[src/rtl/servo_pwm_gen_pkg.sv]
`default_nettype none
// ============================================================================
// Module   : servo_pkg
// Brief    : Shared types, default timing constants and the pulse-width
//            helper for the servo PWM generator and its timebase front end.
// Revision : 1.0 - initial release
// ============================================================================
package servo_pkg;

  // Default timing: 20 ms frame, 1.0 ms .. 2.0 ms pulse span at a 1 us tick.
  localparam int DEF_FRAME_TICKS = 20000;
  localparam int DEF_MIN_TICKS   = 1000;
  localparam int DEF_MAX_TICKS   = 2000;
  localparam int DEF_POS_WIDTH   = 8;

  // Widest product the width helper can form without losing bits.
  localparam int MAX_PROD_W      = 64;

  // FSM encodings, kept as plain constants so older tools can share them.
  localparam logic [0:0] ST_IDLE = 1'b0;
  localparam logic [0:0] ST_RUN  = 1'b1;

  typedef enum logic [0:0] {
    IDLE = ST_IDLE,
    RUN  = ST_RUN
  } servo_state_e;

  // Pulse width in ticks for a position code:
  //   MIN + ((pos * SPAN) >> POS_WIDTH)
  // The product is formed at full width before the shift so that the top
  // code lands just under MAX rather than wrapping.
  function automatic logic [63:0] servo_width(
    input logic [63:0] pos_v,
    input logic [63:0] min_ticks,
    input logic [63:0] span,
    input int          pos_width
  );
    logic [63:0] prod;
    prod = pos_v * span;
    return min_ticks + (prod >> pos_width);
  endfunction

endpackage : servo_pkg
`default_nettype wire

[src/rtl/servo_pwm_gen_tick_sync.sv]
`default_nettype none
// ============================================================================
// Module   : tick_sync
// Brief    : Brings the clock divider's square wave into the in_clk domain
//            through a two-flop synchroniser and emits a one-cycle tick on
//            every rising edge. Usable by any divider consumer.
// Revision : 1.0 - initial release
// ============================================================================
module tick_sync (
  input  logic in_clk,
  input  logic reset,
  input  logic async_in,
  output logic tick
);

  // sync_q[0] is the metastability catcher, sync_q[1] the first safe copy.
  logic [1:0] sync_q;
  logic       prev_q;

  // Synchronise the divider output and keep one cycle of history for edges.
  always_ff @(posedge in_clk or negedge reset) begin
    if (!reset) begin
      sync_q <= 2'b00;
      prev_q <= 1'b0;
    end else begin
      sync_q <= {sync_q[0], async_in};
      prev_q <= sync_q[1];
    end
  end

  // A low-to-high step of the synchronised wave is one tick, one cycle wide.
  assign tick = sync_q[1] & ~prev_q;

endmodule : tick_sync
`default_nettype wire

[src/rtl/servo_pwm_gen.sv]
`default_nettype none
// ============================================================================
// Module   : servo_pwm_gen
// Brief    : Servo PWM generator. Counts divider ticks into fixed frames and
//            drives a pulse whose width follows an 8-bit position. New
//            positions arrive over valid/ready into a shadow register and
//            are only applied at frame boundaries.
// Revision : 1.0 - initial release
// ============================================================================
module servo_pwm_gen
  import servo_pkg::*;
#(
  parameter int FRAME_TICKS = DEF_FRAME_TICKS,
  parameter int MIN_TICKS   = DEF_MIN_TICKS,
  parameter int MAX_TICKS   = DEF_MAX_TICKS,
  parameter int POS_WIDTH   = DEF_POS_WIDTH
) (
  input  logic                 in_clk,
  input  logic                 reset,
  input  logic                 enable,
  input  logic                 tick_clk,
  input  logic [POS_WIDTH-1:0] pos,
  input  logic                 pos_valid,
  output logic                 pos_ready,
  output logic                 servo_pwm,
  output logic                 frame_start
);

  // --------------------------------------------------------------------------
  // Derived constants
  // --------------------------------------------------------------------------
  localparam int SPAN   = MAX_TICKS - MIN_TICKS;
  localparam int CNT_W  = $clog2(FRAME_TICKS);
  localparam int PROD_W = POS_WIDTH + $clog2(SPAN + 1);

  // Last counter value of a frame; the next tick wraps to zero.
  localparam logic [CNT_W-1:0] LAST_CNT  = CNT_W'(FRAME_TICKS - 1);
  // Mid-span width used until the first position is applied.
  localparam logic [CNT_W-1:0] RST_WIDTH = CNT_W'(MIN_TICKS + (SPAN >> 1));

  // --------------------------------------------------------------------------
  // Elaboration-time parameter sanity
  // --------------------------------------------------------------------------
  if (MAX_TICKS <= MIN_TICKS) begin : g_err_span
    $fatal(1, "servo_pwm_gen: MAX_TICKS must exceed MIN_TICKS");
  end

  if (FRAME_TICKS <= MAX_TICKS) begin : g_err_frame
    $fatal(1, "servo_pwm_gen: FRAME_TICKS must exceed MAX_TICKS");
  end

  if (PROD_W > MAX_PROD_W) begin : g_err_prod
    $fatal(1, "servo_pwm_gen: position x span product too wide");
  end

  // --------------------------------------------------------------------------
  // Timebase: synchronised rising edges of the divider output
  // --------------------------------------------------------------------------
  logic tick;

  tick_sync u_tick_sync (
    .in_clk   (in_clk),
    .reset    (reset),
    .async_in (tick_clk),
    .tick     (tick)
  );

  // --------------------------------------------------------------------------
  // State
  // --------------------------------------------------------------------------
  servo_state_e     state_q,   state_d;
  logic [CNT_W-1:0] cnt_q,     cnt_d;
  logic [CNT_W-1:0] active_q,  active_d;
  logic [CNT_W-1:0] shadow_q,  shadow_d;
  logic             pending_q, pending_d;
  logic             pwm_q,     pwm_d;
  logic             fs_q,      fs_d;

  // Requested width for the position on the bus. Every legal width is below
  // FRAME_TICKS, so it always fits in the counter width.
  logic [CNT_W-1:0] width_new;
  logic             xfer;

  assign width_new = CNT_W'(servo_width(64'(pos), 64'(MIN_TICKS),
                                        64'(SPAN), POS_WIDTH));
  assign xfer      = pos_valid & ~pending_q;

  // Frame sequencing: idle/run control, tick counting and the pulse compare.
  always_comb begin
    state_d = state_q;
    cnt_d   = cnt_q;
    fs_d    = 1'b0;
    pwm_d   = 1'b0;
    if (!enable) begin
      // Dropping enable wins over a coincident tick and parks everything.
      state_d = IDLE;
      cnt_d   = '0;
    end else begin
      // Pulse is compared against the current count, so it trails by a cycle.
      pwm_d = (state_q == RUN) && (cnt_q < active_q);
      if (tick) begin
        case (state_q)
          IDLE: begin
            state_d = RUN;
            cnt_d   = '0;
            fs_d    = 1'b1;
          end
          RUN: begin
            if (cnt_q == LAST_CNT) begin
              cnt_d = '0;
              fs_d  = 1'b1;
            end else begin
              cnt_d = cnt_q + 1'b1;
            end
          end
          default: state_d = IDLE;
        endcase
      end
    end
  end

  // Shadow/handshake: apply a pending width at a frame start, accept new ones.
  always_comb begin
    active_d  = active_q;
    shadow_d  = shadow_q;
    pending_d = pending_q;
    if (fs_d && pending_q) begin
      active_d  = shadow_q;
      pending_d = 1'b0;
    end
    // A transfer only happens while nothing is pending, so it never collides
    // with the apply above; one arriving on a frame start waits a full frame.
    if (xfer) begin
      shadow_d  = width_new;
      pending_d = 1'b1;
    end
  end

  // Frame control and counter registers.
  always_ff @(posedge in_clk or negedge reset) begin
    if (!reset) begin
      state_q <= IDLE;
      cnt_q   <= '0;
    end else begin
      state_q <= state_d;
      cnt_q   <= cnt_d;
    end
  end

  // Width registers; a reset discards whatever was waiting in the shadow.
  always_ff @(posedge in_clk or negedge reset) begin
    if (!reset) begin
      active_q  <= RST_WIDTH;
      shadow_q  <= RST_WIDTH;
      pending_q <= 1'b0;
    end else begin
      active_q  <= active_d;
      shadow_q  <= shadow_d;
      pending_q <= pending_d;
    end
  end

  // Registered outputs so the servo drive and frame marker are glitch free.
  always_ff @(posedge in_clk or negedge reset) begin
    if (!reset) begin
      pwm_q <= 1'b0;
      fs_q  <= 1'b0;
    end else begin
      pwm_q <= pwm_d;
      fs_q  <= fs_d;
    end
  end

  assign pos_ready   = ~pending_q;
  assign servo_pwm   = pwm_q;
  assign frame_start = fs_q;

endmodule : servo_pwm_gen
`default_nettype wire

[config.mk]
export PLATFORM = sky130hd
export DESIGN_NAME = servo_pwm_gen
export DESIGN_NICKNAME = d
export VERILOG_FILES = /design/src/rtl/servo_pwm_gen_pkg.sv /design/src/rtl/servo_pwm_gen_tick_sync.sv /design/src/rtl/servo_pwm_gen.sv
export SDC_FILE = /design/constraint.sdc
export NUM_CORES = 1
export LEC_CHECK = 0
export BUFFER_PORTS_ARGS = -buffer_cell sky130_fd_sc_hd__buf_4
export CORE_AREA = 3 3 63 123
export CTS_CLUSTER_DIAMETER = 150
export DETAILED_ROUTE_END_ITERATION = 10
export DIE_AREA = 0 0 66 126
export GPL_TIMING_DRIVEN = 0
export MAX_ROUTING_LAYER = met4
export PLACE_DENSITY = 0.7
export SKIP_LAST_GASP = 1
export SLEW_MARGIN = 20
export SYNTH_ARGS = -nofsm -noshare
export SYNTH_HDL_FRONTEND = slang
export SYNTH_SLANG_ARGS = --single-unit
[constraint.sdc]
create_clock -name in_clk -period 2.8 [get_ports in_clk]
set_input_delay 0.7 -clock in_clk [delete_from_list [all_inputs] [get_ports in_clk]]
set_output_delay 0.7 -clock in_clk [all_outputs]
set_load 0.02 [all_outputs]
# Word-level counts from Yosys, hierarchy flattened
# Cells that the tools add are included.
# Widths: inputs -> output; s select.
[totals]
input_bits = 13
output_inout_bits = 3
regBits = 52
wordCells = 36
[op_classes]
order_cmp = 1
bitwise = 5
eq_ne = 2
n_addsub = 2
mux = 13
mul = 1
reduce_logical = 3
[ops]
columns = ["cell", "count"]
rows = [
  ["$mux 15", 3],
  ["$pmux 15 s2", 1],
  ["$add 15x1->15 const B", 1],
  ["$eq 15x15->1 const B", 1],
  ["$lt 15x15->1", 1],
  ["$mul 8x7->15 const B", 1],
  ["$add 10x10->11 const A", 1],
  ["$mux 1", 8],
  ["$not 1->1", 3],
  ["$and 1x1->1", 2],
  ["$logic_and 1x1->1", 2],
  ["$ne 2x1->1 const B", 1],
  ["$pmux 1 s2", 1],
  ["$reduce_bool 2->1", 1],
]

# Logic depth before layout (Yosys ltp)
# Gate-level depths: netlist of run 1.
[depth]
word_depth = 8
mapped_depth = 17
mapped_depth_nobuf = 17

# Cells and area by module
# Synthesis of run 1 repeated with hierarchy kept, for this count alone.
[unflattened]
hier_cells = 343
area_unflattened_um2 = 3484.6
[by_module_without_submodules]
columns = ["module", "area_each_um2", "seq_area_each_um2", "instances", "cells_each"]
rows = [
  ["servo_pwm_gen", 3395.8, 1043.5, 1, 339],
  ["tick_sync", 88.8, 75.1, 1, 4],
]

# Least setup slack after synthesis of run 1
# Ideal clock, no wire load.
[synth_path]
path_kind = "input-to-reg"
startpoint = "in pos[0]"
endpoint = "reg shadow_q[9]"
path_slack_ns = -2.095
stages = 17
required_ns = 2.668
path_buffers = 0
setup_ns = 0.132
arrival_ns = 4.763
cell_sequence = "fa_1 -> xor2_1 -> ha_1 -> fa_1 -> inv_1 -> fa_1 -> inv_1 -> ha_1 -> or3_1 -> o211ai_1 -> o21ai_0 -> nor2_1 -> xnor2_1 -> ha_1 -> a2111oi_4 -> xnor2_1 -> o21ai_1"
[synth_via]
elab_chain_cells = 2
[synth_rtl]
columns = ["element", "line_no", "rtl"]
rows = [
  ["start: declaration", "servo_pwm_gen.sv:22", "input logic [POS_WIDTH-1:0] pos,"],
  ["$mul 8x7->15", "servo_pwm_gen_pkg.sv:39", "prod = pos_v * span;"],
  ["$add 10x10->11", "servo_pwm_gen_pkg.sv:40", "return min_ticks + (prod >> pos_width);"],
  ["end signal: assignment", "servo_pwm_gen.sv:158", "shadow_q <= shadow_d;"],
  ["end: declaration", "servo_pwm_gen.sv:74", "logic [CNT_W-1:0] shadow_q, shadow_d;"],
]
# No other way between the ends.
# A chain may end at the register's enable or synchronous reset.

# Worst setup path after layout of run 1
[layout_path]
startpoint = "in pos[6]"
endpoint = "reg shadow_q[9]"
# The elaborated chain is that of the path after synthesis.

==> results.py, run 1 <==
metrics = {
    "die": {
        "chipHeight_um": 126,
        "dieArea_mm2": 0.008316,
        "rows": 43,
        "die_width_um": 66,
        "core_mm2": 0.006940,
        "io_pins": 16,
        "start_util_pct": 53.67,
    },
    "critical_path": {
        "crit_path_start_kind": "input pin",
        "worstSetupEndpointType": "register",
        "path_class": "in2reg",
        "crit_path_cell_trace": "buf_4 > inv_1 > fa_1 > inv_1 > fa_1 > fa_1 > ha_1 > ha_1 > buf_2 > nand3_1 > or3b_2 > o221ai_2 > a311oi_2 > a2111oi_4 > xnor2_1 > o21ai_1",
        "worstPathRequired_ns": 2.96,
        "crit_path_frequent_cell": "fa_1",
        "max_stage_delay_ns": 0.48,
        "cp_data_arrival_time_ns": 4.70,
        "cp_slowest_cell": "fa_1",
        "cp_max_fo": 9,
        "worstSetupStartpoint": "pos[6]",
        "worstReg2RegStart": "cnt_q[8]",
    },
    "min_path": {
        "min_from": "u_tick_sync.sync_q[0]",
        "hp-class": "reg2reg",
    },
    "logic_synthesis": {
        "yosysTopAreaCellShare_pct": 20.15,
        "synthFlopType": "dfrtp_1",
        "synth-edff-count": 0,
        "avgSynthCellArea_um2": 9.751,
        "postSynthCellCount": 382,
        "ys_seq_area_share_pct": 30.03,
        "synth_area_leader_cell": "dfrtp_1",
        "ys_warn_count": 0,
        "synth.top_cells.by_area": "dfrtp_1 20%, ha_1 16%, fa_1 11%",
        "synth_seq_cells": 44,
        "synthArstFlopShare_pct": 100.0,
        "synth_nets": 462,
        "synth_area_mm2": 0.003725,
        "synth.distinct_cells": 55,
    },
    "finish": {
        "syn2layout_area_growth_pct": 20.09,
        "diodes": 0,
        "drive_above_1_share_pct": 24.17,
        "fin_util_pct": 64.45,
        "final_nets": 501,
        "final_area_mm2": 0.004473,
    },
    "detailed_routing": {
        "drtIter0Drc": 102,
        "firstDrtPassIters": 4,
        "ant_nets": 0,
        "wl_mm": 7.642,
        "route.detailed.drc": 0,
        "num_vias": 2835,
        "wire_per_inst_um": 14.93,
        "via_per_inst": 5.537,
    },
    "place": {
        "place_hpwl_mm": 5.974,
        "dpl-instance-area_mm2": 0.003974,
        "port_buffers": 15,
        "gp_congestion": 0.7533,
    },
    "timing": {
        "postLayoutSetupSlackWorst_ns": -1.740,
        "rsz0062_at_grt": "true",
        "drv_slew": 0,
        "post-route-min-period_ns": 4.540,
        "hold_violations": 0,
        "hold_ws_ns": 0.3478,
        "setup_tns_ns": -14.48,
        "skew_ns": 0.004275,
        "worstMarginPinSlew_ns": 0.5453,
        "max_slew_margin_pct": 63.65,
        "clock.fmax_ghz": 0.2202,
        "finalSetupViolCount": 11,
        "layout_worst_path_cycle_share_pct": 162.2,
    },
    "power_and_ir_drop": {
        "irDropWorstVdd_mv": 0.8024,
        "cellPowerDensity_mw_per_mm2": 1066,
        "power_w": 0.004768,
        "p_leak_nw": 2.097,
    },
    "run_status": {
        "status": "finished, violations left",
        "violations": "setup timing",
    },
    "global_routing": {
        "grt_start_max_net_pins": 45,
        "globalRouteTotalUtil_pct": 20.94,
        "grt_pass1_wl_mm": 13.15,
        "antenna_found_initial": 0,
        "grt_pass1_vias": 2948,
        "grt_overflow": 0,
    },
    "clocking": {
        "cts.sinks": 44,
        "clk_pin_slew_ns": 0.06,
        "cts_made_buffers": 5,
        "insertion_delay_ns": 0.29,
        "cts_buffer_depth": 2,
        "cts_tree": "done",
        "clock_tree.root_cell": "clkbuf_16",
        "htree_levels": 2,
        "ctsHoldBuffers": 0,
    },
    "run": {
        "max_cap_violations": 0,
    },
}
## layout make-up
type | instances | area (um2)
Multi-Input combinational cell | 282 | 2599
Timing Repair Buffer | 32 | 270.3
Inverter | 46 | 175.2
Sequential cell | 44 | 1119
Clock buffer | 7 | 142.6
Tap cell | 90 | 112.6
Buffer | 10 | 47.55
Fill cell | 556 | 2467
Clock inverter | 1 | 7.507
## kinds of logic after synthesis
group	count (synthesis)	share of synthesized area, %
muxes	12	3.628
buffers and inverters	56	5.811
AOI/OAI and AO/OA	80	15.12
xor gates and xnor gates	15	3.527
DFF	44	30.03
and+or+nand+nor	108	15.35
adders and majority gates	67	26.54
## through the flow
stage / std cells / worst slack, ns
after detailed placement: 487 / -2.223
after CTS: 509 / -1.767
after global routing: 512 / -1.926
after floorplan: 382 / -1.805
after global placement: 487 / -2.177
final: 512 / -1.740
## metal layers
layer / vias up / part of all wire, % / global-route usage (%)
li1: 1402 / - / -
met1: 1393 / 32 / 17.81
met2: 28 / 63 / 42.31
met3: 12 / 1.7 / 2.319
met4: 0 / 2.8 / 9.102
met5: - / 0 / -
## synthesized netlist by cell type, drive strengths merged, types with 4 or more instances
library cell / n
nand2: 25
nor2: 19
o211ai: 4
xnor2: 7
dfrtp: 30
o31ai: 4
nand2b: 9
mux2: 12
nand3: 12
clkbuf: 7
o21ai: 34
fa: 20
dfstp: 14
xor2: 8
nor2b: 5
inv: 46
a21o: 6
ha: 47
nor3: 6
nand4: 5
and3: 11
a21oi: 10
## worst max-delay path, delay by kind of cell
family	cells	cell delay, ns
compound gates	4	0.64
xor+xnor	1	0.15
simple gates	2	0.62
buf+inv	4	0.62
fa+ha+maj	5	1.96
## flip-flops by register name (all words and copies together), names as in the netlist
name / cells
u_tick_sync.sync_q: 2
shadow_q: 11
state_q: 1
frame_start: 1
servo_pwm: 1
pending_q: 1
active_q: 11
u_tick_sync.prev_q: 1
cnt_q: 15
## path summary, 6_finish.rpt
| check | endpoint | slack (ns) | depth (start not counted) |
|---|---|---|---|
| min in group asynchronous | cnt_q[0] | 0.37 | 1 |
| max in group asynchronous | shadow_q[8] | 2.03 | 1 |
| worst min-delay path | u_tick_sync.sync_q[1] | 0.35 | 0 |
| worst min register to register | u_tick_sync.sync_q[1] | 0.35 | 0 |
| worst max-delay path | shadow_q[9] | -1.74 | 16 |
| worst max register to register | active_q[9] | 0.51 | 7 |
## power by group
part | leakage, nW | internal (W) | switching [W]
combinational | 1.49 | 0.00163 | 0.00162
sequential | 0.541 | 0.000861 | 0.0000710
clock | 0.0701 | 0.000355 | 0.000239
total | 2.10 | 0.00284 | 0.00193
## placed cells by master (no fill, tap or decap), types with 5 or more instances in the layout
master / instances
a21oi_1: 6
dfrtp_1: 30
ha_4: 7
nor2_1: 18
xor2_1: 7
fa_1: 19
a21o_1: 6
o21ai_1: 24
inv_1: 38
inv_2: 7
ha_1: 39
nor2b_1: 5
and3_1: 11
nand3_1: 10
o21ai_0: 9
buf_4: 25
mux2_1: 11
xnor2_1: 6
nand4_1: 5
clkbuf_16: 5
nand2b_1: 9
buf_6: 7
nand2_1: 24
dfstp_2: 14
clkbuf_1: 8
## timing repair
action / CTS / global route
pin swaps: 23 / 5
gates resized for setup: 38 / 8
setup endpoints to repair: 11 / 11
cloned: 0 / 0
buffers inserted: 14 / 3
Note: power is estimated with default switching activity, not from simulation.
==> run 2, diff against run 1 <==
--- a/config.mk
+++ b/config.mk
@@ -11,7 +11,6 @@
 export DETAILED_ROUTE_END_ITERATION = 10
 export DIE_AREA = 0 0 66 126
 export GPL_TIMING_DRIVEN = 0
-export MAX_ROUTING_LAYER = met4
 export PLACE_DENSITY = 0.7
 export SKIP_LAST_GASP = 1
 export SLEW_MARGIN = 20
==> run 2 against run 1 <==
Against the previous run: the run still ends with setup timing left; critical path type unchanged; count of clock-buffer cells in the layout did not move; total power fell by 0.13%; highest routed layer unchanged; largest cell class unchanged; die area did not move; final area did not move.
==> results.py, run 2 (synthesized netlist as in run 1, its figures left out) <==
metrics = {
    "timing": {
        "finalSetupViolCount": 11,
        "clock.fmax_ghz": 0.2200,
        "layout_worst_path_cycle_share_pct": 162.3,
        "skew_ns": 0.004316,
        "drv_slew": 0,
        "rsz0062_at_grt": "true",
        "worstMarginPinSlew_ns": 0.5453,
        "postLayoutSetupSlackWorst_ns": -1.746,
        "max_slew_margin_pct": 63.65,
        "hold_ws_ns": 0.3478,
        "post-route-min-period_ns": 4.546,
        "setup_tns_ns": -14.49,
        "hold_violations": 0,
    },
    "finish": {
        "final_nets": 501,
        "regMostFlops": "cnt_q",
        "largest_register_ffs": 15,
        "fin_util_pct": 64.45,
        "diodes": 0,
        "final_common_cell": "ha_1",
        "final_area_mm2": 0.004473,
        "fin_cells": 512,
        "top_regs": "cnt_q: 15 flops, active_q: 11 flops, shadow_q: 11 flops",
        "final_cell_mix": "39 x ha_1, 38 x inv_1, 30 x dfrtp_1",
        "syn2layout_area_growth_pct": 20.09,
        "drive_above_1_share_pct": 24.17,
    },
    "detailed_routing": {
        "num_vias": 2845,
        "ant_nets": 0,
        "route.detailed.drc": 0,
        "wl_mm": 7.613,
        "drtIter0Drc": 116,
        "wire_per_inst_um": 14.87,
        "via_per_inst": 5.557,
        "firstDrtPassIters": 4,
    },
    "clocking": {
        "clock_tree.root_cell": "clkbuf_16",
        "ctsHoldBuffers": 0,
        "cts_buffer_depth": 2,
        "cts.sinks": 44,
        "htree_levels": 2,
        "insertion_delay_ns": 0.29,
        "clk_pin_slew_ns": 0.06,
        "cts_made_buffers": 5,
        "cts_tree": "done",
    },
    "global_routing": {
        "grt_start_max_net_pins": 45,
        "gr-max-usage-layer": "met2",
        "use_met3_pct": 2.319,
        "use_met1_pct": 17.81,
        "use_met2_pct": 42.31,
        "antenna_found_initial": 0,
        "grt_overflow": 0,
        "globalRouteTotalUtil_pct": 20.36,
        "grt_pass1_wl_mm": 13.15,
        "grt_pass1_vias": 2948,
    },
    "place": {
        "port_buffers": 15,
        "dpl-instance-area_mm2": 0.003974,
        "dp.cells": 487,
        "place_hpwl_mm": 5.974,
        "gp_congestion": 0.7439,
    },
    "critical_path": {
        "worstPathRequired_ns": 2.95,
        "max_stage_delay_ns": 0.48,
        "crit_path_frequent_cell": "fa_1",
        "worstSetupStartpoint": "pos[6]",
        "crit_path_start_kind": "input pin",
        "path_delay_family": "adder cells",
        "cp_data_arrival_time_ns": 4.70,
        "worstSetupEndpointType": "register",
        "cp_slowest_cell": "or3b_2",
        "cp_max_fo": 9,
        "path_class": "in2reg",
        "crit_path_cell_trace": "buf_4 > inv_1 > fa_1 > inv_1 > fa_1 > fa_1 > ha_1 > ha_1 > buf_2 > nand3_1 > or3b_2 > o221ai_2 > a311oi_2 > a2111oi_4 > xnor2_1 > o21ai_1",
        "cp_num_buf_inv": 4,
        "worstReg2RegStart": "cnt_q[8]",
        "ff2ff_setup_slack_ns": 0.51,
    },
    "power_and_ir_drop": {
        "p_leak_nw": 2.097,
        "cellPowerDensity_mw_per_mm2": 1064,
        "irDropWorstVdd_mv": 0.8013,
    },
    "die": {
        "start_util_pct": 53.67,
        "core_mm2": 0.006940,
        "io_pins": 16,
        "chipHeight_um": 126,
        "dieArea_mm2": 0.008316,
        "die_width_um": 66,
        "rows": 43,
    },
    "run_status": {
        "status": "finished, violations left",
        "violations": "setup timing",
    },
    "min_path": {
        "hp-class": "reg2reg",
        "min_from": "u_tick_sync.sync_q[0]",
    },
    "run": {
        "max_cap_violations": 0,
    },
}
## run 2: cell counts in the layout (fill, tap and decap cells not counted)
No cell type changed its count.
## run 2: layout make-up
cell class | count | area (um2)
buffer | 10 | 47.55
timing repair buffer | 32 | 270.3
fill | 556 | 2467
tap | 90 | 112.6
sequential | 44 | 1119
clock inverter | 1 | 7.507
clock buffer | 7 | 142.6
multi-input combinational | 282 | 2599
inverter | 46 | 175.2
## run 2: path summary, 6_finish.rpt
kind | end | depth (start not counted)
min | u_tick_sync.sync_q[1] | 0
min reg2reg | u_tick_sync.sync_q[1] | 0
max | shadow_q[9] | 16
max in group asynchronous | shadow_q[8] | 1
max reg2reg | active_q[9] | 7
min in group asynchronous | cnt_q[0] | 1
## run 2: layer usage
metal,vias to the layer above,wire [um]
met5,-,0
met4,0,223
met3,13,121
met2,32,4808
met1,1397,2460
li1,1403,-
## run 2: what timing repair did
action | CTS | global route
endpoints found under the setup margin | 11 | 11
pin swaps | 23 | 5
setup buffers | 14 | 3
gates resized for setup | 38 | 8
cloned | 0 | 0
## run 2: stage by stage
step | worst slack [ns] | total power, W
final | -1.746 | 0.004761
after global placement | -2.177 | 0.003358
after floorplan | -1.805 | 0.002990
after CTS | -1.767 | 0.004542
after global routing | -1.926 | 0.005154
after detailed placement | -2.223 | 0.003425
## run 2: worst reg2reg max path, stage by stage (launching register included)
cell and delay [ns]:
dfrtp_1 0.46, nor4_1 0.27, and3_1 0.20, nand4_1 0.12, a21oi_1 0.26, nand2_1 0.18, clkbuf_1 0.30, mux2_1 0.38
## run 2: power breakdown
part	total, W	internal [W]	switching (W)
Sequential	0.000932	0.000861	0.0000710
Combinational	0.00324	0.00163	0.00161
Clock	0.000591	0.000355	0.000236
Total	0.00476	0.00284	0.00192
